==> config.mk <==
export PLATFORM = sky130hd
export DESIGN_NAME = alu_exec
export DESIGN_NICKNAME = d
export VERILOG_FILES = /design/src/rtl/alu_pkg.sv /design/src/rtl/alu_mul_seq.sv /design/src/rtl/alu_exec.sv
export SDC_FILE = /design/constraint.sdc
export NUM_CORES = 1
export LEC_CHECK = 0
export CAP_MARGIN = 20
export CORE_ASPECT_RATIO = 1.2
export CORE_MARGIN = 2
export CORE_UTILIZATION = 30
export CTS_CLUSTER_DIAMETER = 150
export CTS_CLUSTER_SIZE = 28
export DETAILED_ROUTE_END_ITERATION = 10
export HOLD_SLACK_MARGIN = 0.03
export PLACE_DENSITY = 0.61
export SYNTH_ARGS = -nofsm -noshare
export SYNTH_HDL_FRONTEND = slang
export SYNTH_SLANG_ARGS = --single-unit
==> constraint.sdc <==
create_clock -name clk -period 2.3 [get_ports clk]
set_input_delay 0.345 -clock clk [delete_from_list [all_inputs] [get_ports clk]]
set_output_delay 0.345 -clock clk [all_outputs]
set_load 0.01 [all_outputs]
==> src/rtl/alu_pkg.sv <==
// ============================================================================
// Module      : alu_pkg
// Description : Shared ALU control codes and execute-stage state encoding.
// Revision    : 1.0 - initial release
// ============================================================================
`default_nettype none

package alu_pkg;

    localparam logic [3:0] ALU_AND  = 4'b0000;
    localparam logic [3:0] ALU_OR   = 4'b0001;
    localparam logic [3:0] ALU_ADD  = 4'b0010;
    localparam logic [3:0] ALU_SUB  = 4'b0110;
    localparam logic [3:0] ALU_SLT  = 4'b0111;
    localparam logic [3:0] ALU_NOR  = 4'b1100;
    localparam logic [3:0] ALU_MULT = 4'b1000;

    typedef enum logic {
        IDLE = 1'b0,
        MUL  = 1'b1
    } alu_state_e;

endpackage : alu_pkg

`default_nettype wire

==> src/rtl/alu_mul_seq.sv <==
// ============================================================================
// Module      : alu_mul_seq
// Description : Iterative unsigned shift-add multiplier, one partial product
//               per cycle; done pulses with the full product on the last step.
// Revision    : 1.0 - initial release
// ============================================================================
`default_nettype none

module alu_mul_seq #(
    parameter int WIDTH = 32
) (
    input  logic             clk,
    input  logic             rst_n,
    input  logic             start,
    input  logic [WIDTH-1:0] a,
    input  logic [WIDTH-1:0] b,
    output logic             done,
    output logic [WIDTH-1:0] prod_lo,
    output logic [WIDTH-1:0] prod_hi
);

    localparam int               CNT_W    = $clog2(WIDTH);
    localparam logic [CNT_W-1:0] CNT_LOAD = CNT_W'(WIDTH - 1);
    localparam logic [CNT_W-1:0] CNT_ONE  = CNT_W'(1);

    logic             busy_q,  busy_d;
    logic [CNT_W-1:0] cnt_q,   cnt_d;
    logic [WIDTH-1:0] mcand_q, mcand_d;
    logic [WIDTH-1:0] hi_q,    hi_d;
    logic [WIDTH-1:0] lo_q,    lo_d;

    logic [WIDTH:0]   step_sum;
    logic [WIDTH-1:0] step_hi;
    logic [WIDTH-1:0] step_lo;

    // {carry, hi, lo} shifts right once per step; lo starts as the multiplier
    always_comb begin
        step_sum = {1'b0, hi_q} + {1'b0, (lo_q[0] ? mcand_q : {WIDTH{1'b0}})};
        step_hi  = step_sum[WIDTH:1];
        step_lo  = {step_sum[0], lo_q[WIDTH-1:1]};
    end

    always_comb begin
        busy_d  = busy_q;
        cnt_d   = cnt_q;
        mcand_d = mcand_q;
        hi_d    = hi_q;
        lo_d    = lo_q;
        if (start) begin
            busy_d  = 1'b1;
            cnt_d   = CNT_LOAD;
            mcand_d = a;
            hi_d    = '0;
            lo_d    = b;
        end else if (busy_q) begin
            hi_d  = step_hi;
            lo_d  = step_lo;
            cnt_d = cnt_q - CNT_ONE;
            if (cnt_q == '0) begin
                busy_d = 1'b0;
                cnt_d  = '0;
            end
        end
    end

    always_ff @(posedge clk or negedge rst_n) begin
        if (!rst_n) begin
            busy_q  <= 1'b0;
            cnt_q   <= '0;
            mcand_q <= '0;
            hi_q    <= '0;
            lo_q    <= '0;
        end else begin
            busy_q  <= busy_d;
            cnt_q   <= cnt_d;
            mcand_q <= mcand_d;
            hi_q    <= hi_d;
            lo_q    <= lo_d;
        end
    end

    assign done    = busy_q && (cnt_q == '0);
    assign prod_lo = step_lo;
    assign prod_hi = step_hi;

endmodule : alu_mul_seq

`default_nettype wire

==> src/rtl/alu_exec.sv <==
// ============================================================================
// Module      : alu_exec
// Description : Registered execute-stage ALU with valid/ready handshaking and
//               a backpressure-aware output stage. ALU_MULT_EN enables the
//               iterative MULT op (code 1000) through alu_mul_seq.
// Revision    : 1.0 - initial release
// ============================================================================
`default_nettype none

module alu_exec
    import alu_pkg::*;
#(
    parameter int WIDTH = 32
) (
    input  logic             clk,
    input  logic             rst_n,
    input  logic             in_valid,
    output logic             in_ready,
    input  logic [3:0]       Control,
    input  logic [WIDTH-1:0] A,
    input  logic [WIDTH-1:0] B,
    output logic             out_valid,
    input  logic             out_ready,
    output logic [WIDTH-1:0] Result,
    output logic [WIDTH-1:0] ResultHi,
    output logic             Zero,
    output logic             Overflow
);

    logic             accept;
    logic             is_mult;
    logic [WIDTH-1:0] sum;
    logic [WIDTH-1:0] diff;
    logic             add_ovf;
    logic             sub_ovf;
    logic             slt;
    logic [WIDTH-1:0] op_res;
    logic             op_ovf;

    logic             out_valid_q, out_valid_d;
    logic [WIDTH-1:0] result_q,    result_d;
    logic             zero_q,      zero_d;
    logic             overflow_q,  overflow_d;

`ifdef ALU_MULT_EN
    alu_state_e       state_q, state_d;
    logic             start_mul;
    logic             mul_done;
    logic [WIDTH-1:0] mul_lo;
    logic [WIDTH-1:0] mul_hi;
    logic [WIDTH-1:0] result_hi_q, result_hi_d;

    assign is_mult   = (Control == ALU_MULT);
    assign start_mul = accept && is_mult;
    assign in_ready  = (state_q == IDLE) && (!out_valid_q || out_ready);
`else
    assign is_mult   = 1'b0;
    assign in_ready  = !out_valid_q || out_ready;
`endif

    assign accept = in_valid && in_ready;

    // Overflow rules: same-sign operands whose result flips sign; SUB sees ~B's sign
    always_comb begin
        sum     = A + B;
        diff    = A - B;
        add_ovf = (A[WIDTH-1] == B[WIDTH-1]) && (sum[WIDTH-1] != A[WIDTH-1]);
        sub_ovf = (A[WIDTH-1] != B[WIDTH-1]) && (diff[WIDTH-1] != A[WIDTH-1]);
        slt     = ($signed(A) < $signed(B));
    end

    always_comb begin
        op_res = '0;
        op_ovf = 1'b0;
        case (Control)
            ALU_AND: op_res = A & B;
            ALU_OR:  op_res = A | B;
            ALU_NOR: op_res = ~(A | B);
            ALU_ADD: begin
                op_res = sum;
                op_ovf = add_ovf;
            end
            ALU_SUB: begin
                op_res = diff;
                op_ovf = sub_ovf;
            end
            ALU_SLT: op_res = {{(WIDTH-1){1'b0}}, slt};
            default: op_res = '0;
        endcase
    end

`ifdef ALU_MULT_EN
    alu_mul_seq #(
        .WIDTH   (WIDTH)
    ) u_mul (
        .clk     (clk),
        .rst_n   (rst_n),
        .start   (start_mul),
        .a       (A),
        .b       (B),
        .done    (mul_done),
        .prod_lo (mul_lo),
        .prod_hi (mul_hi)
    );

    always_comb begin
        state_d = state_q;
        case (state_q)
            IDLE:    if (start_mul) state_d = MUL;
            MUL:     if (mul_done)  state_d = IDLE;
            default: state_d = IDLE;
        endcase
    end

    always_ff @(posedge clk or negedge rst_n) begin
        if (!rst_n) begin
            state_q     <= IDLE;
            result_hi_q <= '0;
        end else begin
            state_q     <= state_d;
            result_hi_q <= result_hi_d;
        end
    end

    assign ResultHi = result_hi_q;
`else
    assign ResultHi = '0;
`endif

    // Output stage holds until taken; a completion on the draining edge refills it
    always_comb begin
        out_valid_d = out_valid_q && !out_ready;
        result_d    = result_q;
        zero_d      = zero_q;
        overflow_d  = overflow_q;
`ifdef ALU_MULT_EN
        result_hi_d = result_hi_q;
`endif
        if (accept && !is_mult) begin
            out_valid_d = 1'b1;
            result_d    = op_res;
            zero_d      = (op_res == '0);
            overflow_d  = op_ovf;
`ifdef ALU_MULT_EN
            result_hi_d = '0;
`endif
        end
`ifdef ALU_MULT_EN
        if (mul_done) begin
            out_valid_d = 1'b1;
            result_d    = mul_lo;
            result_hi_d = mul_hi;
            zero_d      = (mul_lo == '0);
            overflow_d  = 1'b0;
        end
`endif
    end

    always_ff @(posedge clk or negedge rst_n) begin
        if (!rst_n) begin
            out_valid_q <= 1'b0;
            result_q    <= '0;
            zero_q      <= 1'b0;
            overflow_q  <= 1'b0;
        end else begin
            out_valid_q <= out_valid_d;
            result_q    <= result_d;
            zero_q      <= zero_d;
            overflow_q  <= overflow_d;
        end
    end

    assign out_valid = out_valid_q;
    assign Result    = result_q;
    assign Zero      = zero_q;
    assign Overflow  = overflow_q;

endmodule : alu_exec

`default_nettype wire

==> metrics.txt, run 1 <==
GP Congestion 0.936; Die H 174 um; fillcell total 2065; Syn Inst Count 1000; CP max FO 4; Core Area 0.0238 sq mm; largest cells by area after synthesis ha_1 17%, dfrtp_1 12%, a21oi_1 6.1%; Worst Tran Pin Value 0.847 ns; Reg clk slew, reported paths 0.06 ns; clk sinks 35; final setup violating endpoints 23; Hold Fails Final Rpt 0; die width 146 um; synth warn 0; Vias/cell 5.27; Pwr per Cell Area 360 mW/mm^2; CP Launch Type input pin; critical path required time 2.50 ns; worst hold path type input pin to asynchronous set/reset pin; Reg2Reg Setup Slack 0.01 ns; H-tree Lvls 2; WP data arrival 3.42 ns; Reg-to-Reg Start out_valid$_DFF_PN0_; drt wl/cell 17.5 um; Post-synth EDFFs 0; crit path setup slack, layout -0.920 ns; number of antenna violations at the first check in global routing 0; Yosys top cell by area ha_1; Async SR Flop Fraction 1.00; highest clock rate 311 MHz; Slew HR 0.435; placed cell areas 0.0115 sq mm; pre-CTS WS -1.86 ns; CTS tree built; Post-DRT Antenna Nets 0; Yosys reg bits 35; Layout area overhead 92.5%; Synth Area in Compound Gates 0.333; DRC viols 0; number of core rows 62; area share of and/or/nand/nor cells after synthesis 0.220; post-synthesis cell area 0.00724 sq mm; VDD IR-drop max 0.260 mV; DP Cell Count 1751; Post-synth top cells 103 x nor2_1, 97 x ha_1, 95 x inv_1; RSZ-0062 raised after global routing yes; Die ar. 0.0254 sq mm; DR pass1 iterations 6; synth unique cells 91; worst skew pair latency 0.29 ns; final instance area 0.0139 sq mm; IO Count 140; Post-Synth XOR/XNOR Area 0.00363; failing checks setup timing; post-layout min period 3.22 ns; share of the synthesized area in the top cell type 0.168; # port buffers 107; Total Wirelength 32000 um; register area share after synthesis 0.121; Total GRT Usage 0.239; fin util 0.586; status finished with violations; mux share of post-synthesis cell area 0.0269; share of cells above drive strength 1 0.521; hold_buf cts 0; most numerous cell in the Yosys netlist nor2_1; Tcrit/Tclk final 1.40; Worst Setup SP A[1]; Final #Nets 1676; CP endpoint kind flip-flop; non-filler instance count after layout 1826; DP HPWL 24500 um; Antenna Cells 0; first-pass GRT wire length 49600 um; vias in the first global route 9610; max-slew violation count 0; leakage 6.27 nW; largest family of logic cells by synthesized area compound AO/OA/AOI/OAI gates; syn avg cell area 7.24 sq um; Initial DRC Count 575; Post-synth top flop dfrtp_1; Max clock buf depth 2; post-synthesis adder-cell area fraction 0.173; max_cap viols 0; largest net degree at the start of global routing 53; total number of vias 9630; Final Skew 0.00394 ns; root buffer cell clkbuf_16; Starting Density 0.304; grt ovf 0; CTS Buf Count 5; critical path class input pin to flip-flop
## per-layer routing
metal | global-route usage | vias to the layer above | wire length, um
met4 | 0.0984 | 0 | 1470
met2 | 0.427 | 379 | 16000
met1 | 0.295 | 4554 | 12900
met5 | 0 | - | 0
li1 | - | 4608 | -
met3 | 0.0210 | 89 | 1560
## layout by cell type, fill, tap and decap left out, types with 14 or more instances in the layout
master / Yosys / routed
a21oi_2: 2 / 27
buf_4: 38 / 372
a21oi_1: 88 / 52
nand3_1: 19 / 16
nand2_1: 91 / 79
a221oi_1: 17 / 15
nand4_1: 18 / 18
a221o_1: 18 / 18
ha_4: 0 / 30
o21ai_2: 2 / 18
inv_2: 3 / 25
o211ai_1: 14 / 14
ha_1: 97 / 66
conb_1: 1 / 32
clkdlybuf4s50_1: 0 / 68
o21ai_0: 41 / 20
nor2_2: 0 / 16
inv_1: 95 / 58
buf_6: 4 / 75
nor2_1: 103 / 77
dfrtp_1: 35 / 35
## power by group
part           internal [W]  switching (W)  leakage (nW)
clock              0.000461       0.000276        0.0761
sequential         0.000719      0.0000800         0.449
combinational       0.00181        0.00168          5.75
total               0.00299        0.00203          6.27
## worst paths after layout
kind	end	depth (start not counted)
min reg2reg	Result[17]$_DFFE_PN0P_	2
max reg2reg	Zero$_DFFE_PN0P_	9
max in group asynchronous	Result[10]$_DFFE_PN0P_	1
max	Zero$_DFFE_PN0P_	15
min	Zero$_DFFE_PN0P_	1
min in group clk	Result[17]$_DFFE_PN0P_	2
## final cells by class
class | instances | area (sq um) | share of cell area
inverter | 99 | 445 | 0.0319
multi-input combinational | 812 | 7330 | 0.526
tap | 320 | 400 | 0.0287
clock inverter | 1 | 7.51 | 0.000538
sequential | 35 | 876 | 0.0628
timing repair buffer | 552 | 4730 | 0.339
clock buffer | 7 | 153 | 0.0109
## sequential cells by signal (all words and copies together) (netlist names)
| register | cells |
|---|---|
| Result | 32 |
| Overflow | 1 |
| Zero | 1 |
| out_valid | 1 |
## timing repair
item | in CTS | in global routing
buffers inserted | 55 | 27
pin swaps | 135 | 89
resized for setup | 426 | 141
cloned | 0 | 0
setup endpoints to repair | 34 | 28
## per-stage QoR
stage                     setup TNS (ns)  power [W]  hold WS [ns]
final                             -10.81    0.00502         0.167
after detailed placement          -36.96    0.00352         0.470
after CTS                         -10.75    0.00474         0.197
after global routing              -12.48    0.00529         0.243
after floorplan                    -5.77    0.00209        0.0494
after global placement            -36.67    0.00350         0.462
## critical path, cell delays in order
cell and delay (ns):
buf_8 0.08, inv_4 0.03, buf_6 0.11, fa_2 0.40, nand2b_4 0.17, a211oi_4 0.30
o21ai_2 0.15, o211a_4 0.30, o41a_4 0.38, or2_4 0.27, o311ai_2 0.23, nor2_1 0.08
nor2_2 0.16, nand3b_1 0.13, o31ai_2 0.26
## cell families (layout without fill, tap and decap cells)
logic type	count (synthesis)	in the layout
xor+xnor	3	3
simple gates	324	324
other cells	1	32
buf+inv	184	659
compound gates	336	336
mux	18	18
fa+ha+maj	99	99
flops	35	35
Note: power is estimated with default switching activity, not from simulation.
==> run 2, diff against run 1 <==
--- a/config.mk
+++ b/config.mk
@@ -5,6 +5,7 @@
 export SDC_FILE = /design/constraint.sdc
 export NUM_CORES = 1
 export LEC_CHECK = 0
+export ABC_CLOCK_PERIOD_IN_PS = 2300
 export CAP_MARGIN = 20
 export CORE_ASPECT_RATIO = 1.2
 export CORE_MARGIN = 2
@@ -12,8 +13,8 @@
 export CTS_CLUSTER_DIAMETER = 150
 export CTS_CLUSTER_SIZE = 28
 export DETAILED_ROUTE_END_ITERATION = 10
+export GPL_ROUTABILITY_DRIVEN = 0
 export HOLD_SLACK_MARGIN = 0.03
-export PLACE_DENSITY = 0.61
 export SYNTH_ARGS = -nofsm -noshare
 export SYNTH_HDL_FRONTEND = slang
 export SYNTH_SLANG_ARGS = --single-unit
==> run 2 against run 1 <==
Compared with the run above: the run still ends with setup timing left; register-to-register slack lost 0.12 ns; sequential power shrank 0.6%; first-iteration DRC count grew 71%; maximum frequency shrank 1.1%; power is essentially flat; hold slack gained 0.0035 ns.
==> metrics.txt, run 2 (synthesis results as in run 1) <==
Die H 174 um (unchanged); number of core rows 62 (unchanged); Die ar. 0.0254 sq mm (unchanged); H-tree Lvls 2 (unchanged); IO Count 140 (unchanged); CP max FO 5 (+1); max-slew violation count 0 (unchanged); CP most frequent cell buf_12; critical path required time 2.50 ns (about the same); final setup violating endpoints 22 (-4.3%); final instance area 0.0139 sq mm (-0.42%); Reg power frac 0.158 (about the same); Clk pwr share 0.143 (-0.004); max_cap viols 0 (unchanged); placed cell areas 0.0115 sq mm (-0.52%); Final #Nets 1684 (+0.48%); RSZ-0062 raised after global routing yes; root buffer cell clkbuf_16; Net Sw Frac 0.416 (+0.0112); commonest non-fill, non-tap cell in the layout buf_4; CTS Buf Count 5 (unchanged); Pint 0.00293 W (-1.9%); Total GRT Usage 0.243 (+0.00423); Initial DRC Count 983 (+71%); Tcrit/Tclk final 1.42 (+0.0158); largest net degree at the start of global routing 53 (unchanged); total number of vias 10223 (+6.2%); DP HPWL 25000 um (+1.9%); most frequent cells in the layout 391 x buf_4, 79 x nand2_1, 76 x nor2_1, 63 x buf_6, 62 x clkdlybuf4s50_1; switching power 0.00209 W (+2.8%); status finished with violations; Worst Tran Pin Value 0.859 ns (+0.0125 ns); Hold WS 0.171 ns (+0.00350 ns); highest clock rate 307 MHz (-1.1%); post-layout min period 3.26 ns (+0.0363 ns); pre-CTS WS -1.84 ns (+0.0198 ns); Comb pwr share 0.699 (+0.005); WP data arrival 3.45 ns (+0.03 ns); CP peak stage delay 0.41 ns (about the same); Starting Density 0.304 (unchanged); fillcell total 1982 (-4.0%); # port buffers 107 (unchanged); Largest register FFs 32 (unchanged); Vias/cell 5.57 (+5.7%); crit path setup slack, layout -0.956 ns (-0.0363 ns); CP endpoint kind flip-flop; DR pass1 iterations 7 (+1); first-pass GRT wire length 50400 um (+1.6%); Total Wirelength 34400 um (+7.3%); worst hold path type input pin to asynchronous set/reset pin; drt wl/cell 18.7 um (+6.8%); number of antenna violations at the first check in global routing 0 (unchanged); Max clock buf depth 2 (unchanged); vias in the first global route 9919 (+3.2%); Slew HR 0.427 (-0.00832); failing checks setup timing; CP Launch Type input pin; clk sinks 35 (unchanged); Layout area overhead 91.7%; critical path class input pin to flip-flop; Critical Path Slowest Stage Cell fa_2; CTS tree built; leakage 6.26 nW (-0.20%); critical-path cell list buf_12 > buf_12 > inv_12 > ha_4 > fa_2 > nor2_4 > o311ai_4 > a21oi_4 > nor3_2 > a221o_1 > o31a_1 > a211oi_2 > nand4b_1 > nor4_2 > nand4_1 > o31ai_2; reg2reg path depth 9 (unchanged); Pwr per Cell Area 361 mW/mm^2 (+0.46%); Core Area 0.0238 sq mm (unchanged); Hold Fails Final Rpt 0 (unchanged); Overall Power 0.00502 W (about the same); DRC viols 0 (unchanged); die width 146 um (unchanged); Antenna Cells 0 (unchanged); VDD IR-drop max 0.246 mV (-5.4%); Reg clk slew, reported paths 0.06 ns (about the same); Post-DRT Antenna Nets 0 (unchanged); worst skew pair latency 0.29 ns (about the same); share of cells above drive strength 1 0.525 (+0.00385); Final Skew 0.00789 ns (+0.00394 ns); grt ovf 0 (unchanged)
==> run 2: path summary, 6_finish.rpt <==
check | start | end | slack [ns]
worst max-delay path | A[0] | Zero$_DFFE_PN0P_ | -0.96
worst min-delay path | rst_n | Result[25]$_DFFE_PN0P_ | 0.17
worst max register to register | out_valid$_DFF_PN0_ | Zero$_DFFE_PN0P_ | -0.11
worst min register to register | Result[17]$_DFFE_PN0P_ | Result[17]$_DFFE_PN0P_ | 0.47
max in group asynchronous | rst_n | Result[27]$_DFFE_PN0P_ | 1.59
min in group clk | Result[17]$_DFFE_PN0P_ | Result[17]$_DFFE_PN0P_ | 0.47
==> run 2: layout make-up <==
type	count	area (sq um)	share of cell area
clock buffers	6	139	0.0100
clock inverters	2	16.3	0.00117
inverters	99	442	0.0318
multi-input cells	812	7310	0.526
flip-flops and latches	35	876	0.0631
well taps	320	400	0.0288
repair buffers	560	4710	0.339
==> run 2: worst max-delay path, delay by kind of cell <==
kind | cells | cell delay [ns]
buf+inv | 3 | 0.21
fa+ha+maj | 2 | 0.57
compound gates | 6 | 1.49
simple gates | 5 | 0.85
==> run 2: metal layers <==
layer | track usage | part of all wire | up-vias
met3 | 0.0378 | 0.072 | 207
li1 | - | - | 4630
met4 | 0.120 | 0.073 | 0
met5 | 0 | 0 | -
met2 | 0.440 | 0.48 | 612
met1 | 0.278 | 0.37 | 4774
==> run 2: metrics by stage <==
stage	cells	TNS [ns]	util
after global placement	1741	-36.14	0.482
after CTS	1805	-10.22	0.547
after floorplan	1031	-5.77	-
after detailed placement	1741	-37.19	0.482
final	1834	-11.79	0.583
after global routing	1834	-13.39	0.583
==> run 2: repair_timing <==
item	in CTS	in global routing
gates resized for setup	386	165
pin swaps	104	105
hold buffers	0	0
setup buffers	63	40
setup endpoints to repair	34	28
==> run 2: power by group through the flow <==
stage               combinational (W)  clock [W]  sequential, W
floorplan                     0.00126          0       0.000830
global placement              0.00268          0       0.000802
detailed placement            0.00271          0       0.000802
CTS                           0.00312   0.000733       0.000794
global route                  0.00369   0.000757       0.000809
finish                        0.00351   0.000719       0.000794
